--- config.mk ---
export PLATFORM = sky130hd
export DESIGN_NAME = fifo_burst_drain
export DESIGN_NICKNAME = d
export VERILOG_FILES = /design/src/rtl/fifo_burst_drain.sv
export SDC_FILE = /design/constraint.sdc
export NUM_CORES = 1
export LEC_CHECK = 0
export ABC_CLOCK_PERIOD_IN_PS = 2350
export CORE_MARGIN = 1
export CORE_UTILIZATION = 56
export DETAILED_ROUTE_END_ITERATION = 8
export PLACE_DENSITY_LB_ADDON = 0.1
export SETUP_SLACK_MARGIN = 0.1
export SYNTH_ARGS = -nofsm -noshare
export SYNTH_HDL_FRONTEND = slang
export SYNTH_SLANG_ARGS = --single-unit
--- constraint.sdc ---
create_clock -name clk -period 2.35 [get_ports clk]
set_input_delay 0.235 -clock clk [delete_from_list [all_inputs] [get_ports clk]]
set_output_delay 0.235 -clock clk [all_outputs]
set_load 0.005 [all_outputs]
--- src/rtl/fifo_burst_drain.sv ---
// -----------------------------------------------------------------------------
// fifo_burst_drain
//
// Read-side consumer of a synchronous FIFO. Words are popped through the
// FIFO's rd_en/empty/dout interface (dout is registered and is valid the cycle
// after an accepted read). They are staged in a 3-entry skid buffer and
// re-emitted on a valid/ready stream grouped into bursts of BURST_LEN beats.
// If the FIFO runs dry with a single word parked in the buffer for TIMEOUT
// consecutive cycles, that word is emitted as the closing beat of a partial
// burst.
//
// Ports:
//   clk            in   single clock, rising edge
//   rst_n          in   synchronous active-low reset
//   fifo_empty     in   FIFO empty flag
//   fifo_dout      in   FIFO registered read data [DATA_WIDTH]
//   fifo_rd_en     out  FIFO read strobe (combinational from registered state)
//   m_valid        out  stream beat valid (registered)
//   m_ready        in   stream sink ready
//   m_data         out  stream beat data [DATA_WIDTH] (registered)
//   m_last         out  final beat of the burst (registered)
//   burst_done     out  pulse the cycle after a handshake with m_last=1
//   timeout_flush  out  pulse the cycle after a handshake of a timeout-closed beat
// -----------------------------------------------------------------------------
module fifo_burst_drain #(
    parameter int DATA_WIDTH = 8,
    parameter int BURST_LEN  = 4,
    parameter int TIMEOUT    = 16
) (
    input  logic                  clk,
    input  logic                  rst_n,
    input  logic                  fifo_empty,
    input  logic [DATA_WIDTH-1:0] fifo_dout,
    output logic                  fifo_rd_en,
    output logic                  m_valid,
    input  logic                  m_ready,
    output logic [DATA_WIDTH-1:0] m_data,
    output logic                  m_last,
    output logic                  burst_done,
    output logic                  timeout_flush
);

    localparam int              BW        = (BURST_LEN > 1) ? $clog2(BURST_LEN) : 1;
    localparam logic [BW-1:0]   LAST_IDX  = BW'(BURST_LEN - 1);
    localparam logic [BW-1:0]   BEAT_ZERO = BW'(0);
    localparam logic [BW-1:0]   BEAT_ONE  = BW'(1);
    localparam logic [15:0]     TMO_LAST  = 16'(TIMEOUT - 1);
    localparam logic [DATA_WIDTH-1:0] DATA_ZERO = {DATA_WIDTH{1'b0}};

    // The head closes a burst either by position or because the timeout
    // forced it; both give m_last=1.
    function automatic logic head_is_last(input logic [BW-1:0] idx,
                                          input logic          flush);
        return (idx == LAST_IDX) || flush;
    endfunction

    // A head is presentable when it closes the burst, or when a successor is
    // already buffered (so it is known not to be the last of a partial burst).
    function automatic logic head_eligible(input logic [1:0]    occ,
                                           input logic [BW-1:0] idx,
                                           input logic          flush);
        return (occ != 2'd0) && (head_is_last(idx, flush) || (occ >= 2'd2));
    endfunction

    // ---------------------------------------------------------------------
    // State
    // ---------------------------------------------------------------------
    logic [DATA_WIDTH-1:0] buf_q [3];
    logic [DATA_WIDTH-1:0] buf_d [3];
    logic [1:0]            occ_q, occ_d;
    logic                  inflight_q, inflight_d;
    logic [BW-1:0]         beat_idx_q, beat_idx_d;
    logic [15:0]           tmo_cnt_q, tmo_cnt_d;
    logic                  flush_q, flush_d;
    logic                  m_valid_q, m_valid_d;
    logic [DATA_WIDTH-1:0] m_data_q, m_data_d;
    logic                  m_last_q, m_last_d;
    logic                  burst_done_q, burst_done_d;
    logic                  timeout_flush_q, timeout_flush_d;

    logic [2:0]            pending_s;
    logic                  rd_en_s;
    logic                  hs_s;
    logic                  starve_s;
    logic                  tmo_fire_s;
    logic                  head_last_s;

    // Read issue: words in the buffer plus the one in flight must leave room.
    always_comb begin
        pending_s = {1'b0, occ_q} + {2'b00, inflight_q};
        if (rst_n && !fifo_empty && (pending_s < 3'd3)) begin
            rd_en_s = 1'b1;
        end else begin
            rd_en_s = 1'b0;
        end
        inflight_d = rd_en_s;
    end

    // Skid buffer: pop at the head on handshake, then append the returning word.
    always_comb begin
        hs_s  = m_valid_q && m_ready;
        buf_d = buf_q;
        occ_d = occ_q;
        if (hs_s) begin
            buf_d[0] = buf_q[1];
            buf_d[1] = buf_q[2];
            buf_d[2] = buf_q[2];
            occ_d    = occ_q - 2'd1;
        end else begin
            occ_d    = occ_q;
        end
        // occ_d here is the post-pop occupancy, i.e. the tail slot. The issue
        // rule guarantees it is at most 2 whenever a word is in flight.
        if (inflight_q) begin
            case (occ_d)
                2'd0:    buf_d[0] = fifo_dout;
                2'd1:    buf_d[1] = fifo_dout;
                2'd2:    buf_d[2] = fifo_dout;
                default: buf_d[2] = buf_q[2];
            endcase
            occ_d = occ_d + 2'd1;
        end else begin
            occ_d = occ_d;
        end
    end

    // Idle timeout: count cycles where a lone word waits and nothing can arrive.
    always_comb begin
        starve_s   = (occ_q == 2'd1) && !inflight_q && fifo_empty && !flush_q;
        tmo_fire_s = 1'b0;
        tmo_cnt_d  = 16'd0;
        if (starve_s) begin
            if (tmo_cnt_q == TMO_LAST) begin
                tmo_fire_s = 1'b1;
                tmo_cnt_d  = 16'd0;
            end else begin
                tmo_fire_s = 1'b0;
                tmo_cnt_d  = tmo_cnt_q + 16'd1;
            end
        end else begin
            tmo_fire_s = 1'b0;
            tmo_cnt_d  = 16'd0;
        end

        // The handshake retires the flushed beat. A fire coinciding with a
        // handshake can only be on an already-last head, so nothing is left
        // to flush and the handshake wins.
        if (hs_s) begin
            flush_d = 1'b0;
        end else if (tmo_fire_s) begin
            flush_d = 1'b1;
        end else begin
            flush_d = flush_q;
        end
    end

    // Beat position within the burst; restarts after any closing beat.
    always_comb begin
        beat_idx_d = beat_idx_q;
        if (hs_s) begin
            if (m_last_q) begin
                beat_idx_d = BEAT_ZERO;
            end else begin
                beat_idx_d = beat_idx_q + BEAT_ONE;
            end
        end else begin
            beat_idx_d = beat_idx_q;
        end
    end

    // Stream outputs are computed from next state so they register without
    // adding a cycle; nothing in the next state can disturb a held beat.
    always_comb begin
        head_last_s = head_is_last(beat_idx_d, flush_d);
        m_valid_d   = head_eligible(occ_d, beat_idx_d, flush_d);
        m_last_d    = m_valid_d && head_last_s;
        if (m_valid_d) begin
            m_data_d = buf_d[0];
        end else begin
            m_data_d = DATA_ZERO;
        end
        burst_done_d = hs_s && m_last_q;
        // A head already closing by position is not counted as timeout-closed.
        timeout_flush_d = hs_s && flush_q && (beat_idx_q != LAST_IDX);
    end

    // State and output registers with synchronous active-low reset.
    always_ff @(posedge clk) begin
        if (!rst_n) begin
            for (int i = 0; i < 3; i++) begin
                buf_q[i] <= DATA_ZERO;
            end
            occ_q           <= 2'd0;
            inflight_q      <= 1'b0;
            beat_idx_q      <= BEAT_ZERO;
            tmo_cnt_q       <= 16'd0;
            flush_q         <= 1'b0;
            m_valid_q       <= 1'b0;
            m_data_q        <= DATA_ZERO;
            m_last_q        <= 1'b0;
            burst_done_q    <= 1'b0;
            timeout_flush_q <= 1'b0;
        end else begin
            for (int i = 0; i < 3; i++) begin
                buf_q[i] <= buf_d[i];
            end
            occ_q           <= occ_d;
            inflight_q      <= inflight_d;
            beat_idx_q      <= beat_idx_d;
            tmo_cnt_q       <= tmo_cnt_d;
            flush_q         <= flush_d;
            m_valid_q       <= m_valid_d;
            m_data_q        <= m_data_d;
            m_last_q        <= m_last_d;
            burst_done_q    <= burst_done_d;
            timeout_flush_q <= timeout_flush_d;
        end
    end

    assign fifo_rd_en    = rd_en_s;
    assign m_valid       = m_valid_q;
    assign m_data        = m_data_q;
    assign m_last        = m_last_q;
    assign burst_done    = burst_done_q;
    assign timeout_flush = timeout_flush_q;

endmodule

==> Yosys cells after proc, flatten, opt, wreduce, memory -nomap -nowiden <==
Cells that the tools add are included.
{ "classes": {"add_sub_neg": 5, "multipliers": 0, "div_mod_pow": 0, "magnitude_cmp": 2, "n_eq_ne": 7, "shifts": 0, "muxes": 14, "bitwise": 2, "reduce_logical": 21} }
{ "ops": {"columns": ["cell", "count"], "rows": [
  ["2-to-1 mux 24 bit", 2],
  ["adder 16 x 1 -> 16 bit, second input constant", 1],
  ["equality test 16 x 4 -> 1 bit, second input constant", 1],
  ["2-to-1 mux 8 bit", 2],
  ["case mux 8 bit (2 select lines)", 1],
  ["logical AND 1 bit", 11],
  ["2-to-1 mux 2 bit", 4],
  ["2-to-1 mux 1 bit", 5],
  ["adder 2 x 1 -> 2 bit, second input constant", 2],
  ["equality test 2 x 1 -> 1 bit, second input constant", 2],
  ["equality test 2 bit, second input constant", 2],
  ["adder 2 x 1 -> 3 bit", 1],
  ["zero test 1 bit", 3],
  ["< comparator 3 x 2 -> 1 bit, second input constant", 1],
  ["inequality test 3 x 2 -> 1 bit, second input constant", 1],
  ["OR reduction 3 bit", 1],
  ["greater-or-equal comparator 2 bit, second input constant", 1],
  ["zero test 2 bit", 1],
  ["logical OR 1 bit", 2],
  ["inequality test 2 bit, second input constant", 1],
  ["inverter 1 bit", 2],
  ["AND reduction 2 bit", 1],
  ["nonzero test 2 bit", 1],
  ["OR reduction 2 bit", 1],
  ["subtractor 2 x 1 -> 2 bit, second input constant", 1]
]} }
{ "word_totals": {"register_bits": 58, "latch_bits": 0, "mem_bits_rw": 0, "mem_bits_ro": 0, "inputBits": 12, "output_inout_bits": 13, "word_cells": 64, "memories": 0} }

==> Logic depth before layout (Yosys ltp) <==
{ "depth": {"depth_word": 11, "mapped_depth": 10, "depth_no_buf": 9} }

==> Least setup slack after synthesis <==
OpenSTA, ideal clock, no wires.
{ "synth_path": {"kind": "register to register", "from": "register m_valid_q, in the netlist m_valid", "to": "register m_data_q[0], in the netlist m_data[0]", "setup_ns": 0.136, "arrival_ns": 1.968, "required_time_ns": 2.214, "slack_ns": 0.246, "stages_incl_launch_ff": 10, "n_path_buf": 2, "synth_period_minus_slack_ns": 2.104, "path_cell_list": "dfxtp_1 nand2_1 clkbuf_8 buf_2 xnor2_1 ha_1 nand2_1 o311a_4 a311oi_4 nor3_1"} }
{ "synth_via": {"elab_chain_cells": 8, "elab_cells_between_ends": 17, "classes_between": "1 x add/sub; 1 x order compare; 1 x eq/ne; 7 x mux; 7 x reduce/logical"} }
{ "synth_rtl": {"columns": ["item", "line", "text"], "rows": [
  ["start, declared", "75", "logic m_valid_q, m_valid_d;"],
  ["start signal, assigned", "212", "m_valid_q <= m_valid_d;"],
  ["logical AND 1 bit (*)", "101", "hs_s = m_valid_q && m_ready;"],
  ["2-to-1 mux 2 bit", "104", "if (hs_s) begin"],
  ["adder 2 x 1 -> 2 bit", "121", "occ_d = occ_d + 2'd1;"],
  ["2-to-1 mux 2 bit", "114", "if (inflight_q) begin"],
  ["greater-or-equal comparator 2 bit", "62", "return (occ != 2'd0) && (head_is_last(idx, flush) || (occ >= 2'd2));"],
  ["logical OR 1 bit", "62", null],
  ["logical AND 1 bit", "62", null],
  ["AND reduction 2 bit (no source line)", null, null],
  ["end signal, assigned", "213", "m_data_q <= m_data_d;"],
  ["end, declared", "76", "logic [DATA_WIDTH-1:0] m_data_q, m_data_d;"]
]} }
Every way passes the cells marked *; elsewhere a longest branch is shown, timed or not.
A chain may end at the register's enable or synchronous reset.

==> Worst setup path in the final report <==
{ "layout_path": {"from": "register occ_q[1]", "to": "register m_data_q[7], in the netlist m_data[7]"} }
{ "layout_via": {"elab_chain_cells": 11, "elab_cells_between_ends": 20, "classes_between": "2 x add/sub; 1 x order compare; 1 x eq/ne; 7 x mux; 9 x reduce/logical"} }
{ "layout_rtl": {"columns": ["item", "line", "text"], "rows": [
  ["start, declared", "70", "logic [1:0] occ_q, occ_d;"],
  ["start signal, assigned", "193", "occ_q <= 2'd0;"],
  ["start signal, assigned", "207", "occ_q <= occ_d;"],
  ["branches (longest 11 deep; another with subtractor 2 x 1 -> 2 bit)", null, null]
]} }
Parallel ways; which one is timed is not known.

==> summary.md <==
| Metric | Value |
|---|---|
| Layout Skew | approximately 0.0060 ns |
| Nature of the critical path endpoint | register |
| Cts bufs inserted | 9 |
| Die Height | slightly below 70 um |
| Leakage power | 1.15 nW |
| Netlist cell types | 38 |
| Status | finished clean |
| Setup Fix Bufs, Post-CTS | 0 |
| GR Util All Layers | 22.4% |
| Final hold violations | 0 |
| Simple-gate share of the synthesized area | 23.5% |
| Final WL | 4710 um |
| Cell row count | 24 |
| Max Clk Rate | 0.477 GHz |
| Period minus WS final | 2.10 ns |
| Syn nets | 288 |
| Unrepaired setup endpoints after global routing | false |
| Yosys top cell by area | dfxtp_1 |
| Final period util | approximately 89% |
| DRC viols | 0 |
| Layout Nets | approximately 320 |
| Max cap viols | 0 |
| Starting Density | 58.5% |
| Startpoint Class | register |
| Kind of critical path | reg2reg |
| First-pass GRT wire length | 8470 um |
| Grt ovf | 0 |
| Initial antenna violation count | 0 |
| Ports | 25 |
| Largest net degree at the start of global routing | 29 |
| Pwr/cell area | roughly 710 nW/um2 |
| Vias in the first global route | 1849 |
| CTS clk-pin slew, worst paths | 0.06 ns |
| Die width | 69.4 um |
| DR iter-0 viols | 147 |
| Sequential share of the synthesized area | between 40 and 50% |
| # port buffers | 24 |
| Post-Syn Area per Cell | 9.51 um2 |
| Post-synthesis mux area share | under 10% |
| Syn Std Cell Area | 2550 um2 |
| CP Max Fanout | 9 |
| Pwr Total | 0.00215 W |
| Total die area | a little under 5000 um2 |
| Worst EP arrival | 2.30 ns |
| Commonest non-fill, non-tap cells in the layout | dfxtp_1 (57), nand2_1 (34), nor2_1 (25) |
| Wire per inst | 13.4 um |
| Root Buffer Master | clkbuf_8 |
| Gpl congestion | 0.714 |
| Via-to-Cell Ratio | between 5 and 6 |
| Drt first pass iters | 4 |
| Core area | 4350 um2 |
| Synth Area in XOR/XNOR | under 10% |
| Clock sinks | 58 |
| CTS tree | built |
| # H-tree levels | 3 |
| Fin. max-slew vios | 0 |
| Synth Area in Compound Gates | under 10% |
| Synthesized instance count | 268 |
| Main combinational cell family by area after synthesis | simple AND/OR/NAND/NOR gates |
| Worst skew pair latency | 0.34 ns |
| Hold_buf cts | 0 |
| Clock Tree Buf Depth | 2 |
| # diodes | 0 |
| Final setup TNS | 0 ns |
| Hold WS | 0.466 ns |
| Synth-to-layout area growth | 18.3% |
| Final setup fails | 0 |
| Via count | around 1900 |
| Post-synthesis adder-cell area fraction | 3.93% |
| Most common cell after layout, fill and taps aside | dfxtp_1 |
| Share of cells above drive strength 1 | 13.4% |
| Max-slew headroom | 65.6% |
| Post-route ant nets | 0 |
| Worst path required time | approximately 2.6 ns |
| Worst slew pin tran | 0.514 ns |
| Hold WC Path Type | reg2reg |
| Syn. warnings | 0 |
| Post-DP HPWL | between 3000 and 4000 um |
| Top post-synthesis cells by area | dfxtp_1 (46%), nand2_1 (5.0%), xnor2_1 (4.5%), nand3_1 (4.3%), ha_1 (3.9%) |
| Worst VDD drop | 0.000468 V |
| Yosys top cell area share | 45.6% |
| Synth Register Bits | 58 |
[synthesized netlist by cell type]
cell	instances
nor2b_1	9
nor4_1	6
o311a_4	1
and2_2	1
nor2_1	25
mux2i_1	9
a21boi_0	10
and4_2	1
nor3_2	1
a21oi_2	1
nand3_1	22
inv_1	7
nand4_1	3
nand3b_2	1
nand4b_1	1
a311oi_4	1
buf_2	4
o22ai_1	1
and2_1	2
nor3_1	12
and3_4	1
mux2_2	8
clkbuf_1	5
clkbuf_8	2
xor2_1	2
buf_6	1
a31oi_1	1
and3_1	1
clkbuf_2	1
and3_2	1
xnor3_1	1
ha_1	8
xnor2_1	13
dfxtp_1	58
and4b_1	1
nand2_1	34
o211a_1	8
a21oi_1	4
[metal layers]
metal	up-vias	share of wire, %	GRT usage, %	routed length [um]
met5	-	0	0	0
li1	981	-	-	-
met1	859	49	28.5	2290
met2	36	45	34.2	2120
met3	9	5.0	8.87	235
met4	0	1.4	8.62	66
[worst paths after layout]
path | startpoint | endpoint | slack (ns) | depth (start not counted)
hold reg to reg | tmo_cnt_q[0]$_SDFF_PP0_ | tmo_cnt_q[0]$_SDFF_PP0_ | 0.47 | 1
setup / recovery | occ_q[1]$_SDFF_PN0_ | m_data[7]$_SDFF_PN0_ | 0.25 | 9
setup reg to reg | occ_q[1]$_SDFF_PN0_ | m_data[7]$_SDFF_PN0_ | 0.25 | 9
hold / removal | tmo_cnt_q[0]$_SDFF_PP0_ | tmo_cnt_q[0]$_SDFF_PP0_ | 0.47 | 1
[sequential cells by signal, summed over array words and instances, names as in the netlist]
| register | flops |
|---|---|
| m_data | 8 |
| beat_idx_q | 2 |
| buf_q | 24 |
| m_last | 1 |
| inflight_q | 1 |
| tmo_cnt_q | 16 |
| occ_q | 2 |
| m_valid | 1 |
| burst_done | 1 |
| timeout_flush | 1 |
| flush_q | 1 |
[repair_timing]
action                     CTS  global route
hold endpoints to repair     0             0
setup endpoints to repair    0            17
gates resized for setup      0             3
[critical path, stage by stage, from the launching register on]
cell	delay (ns)
dfxtp_1	0.36
inv_1	0.05
ha_1	0.27
and3_4	0.19
nor2_1	0.06
ha_1	0.28
nand2_1	0.06
o311a_4	0.16
a311oi_4	0.41
nor3_1	0.12
[metrics by stage]
step | std cells | cell area (um2) | worst slack (ns) | util (%)
global route | 351 | 3010 | 0.100 | 69.2
floorplan | 268 | 2550 | 0.246 | -
global placement | 337 | 2820 | 0.141 | 64.7
detailed placement | 337 | 2820 | 0.0408 | 64.7
CTS | 351 | 3010 | 0.118 | 69.1
finish | 351 | 3010 | 0.252 | 69.2
[cell type report]
cell class / count / area (um2)
clock buffer: 11 / 151
clock inverter: 3 / 40.0
fill: 353 / 1340
inverter: 7 / 26.3
multi-input combinational: 190 / 1280
sequential: 58 / 1160
tap: 52 / 65.1
timing repair buffer: 30 / 285
[where the power goes]
part	internal, W	leakage [nW]	switching [W]
registers	0.00101	0.469	0.0000163
logic	0.000106	0.582	0.000115
clock network	0.000531	0.101	0.000369
[kinds of logic (layout without fill, tap and decap cells)]
logic type,count (synthesis),in the layout
DFF,58,58
muxes,17,17
adders and majority gates,8,8
and+or+nand+nor,122,122
AOI/OAI and AO/OA,27,27
xor gates and xnor gates,16,16
buffers and inverters,20,51
No activity file was read; power rests on OpenSTA's default activity.
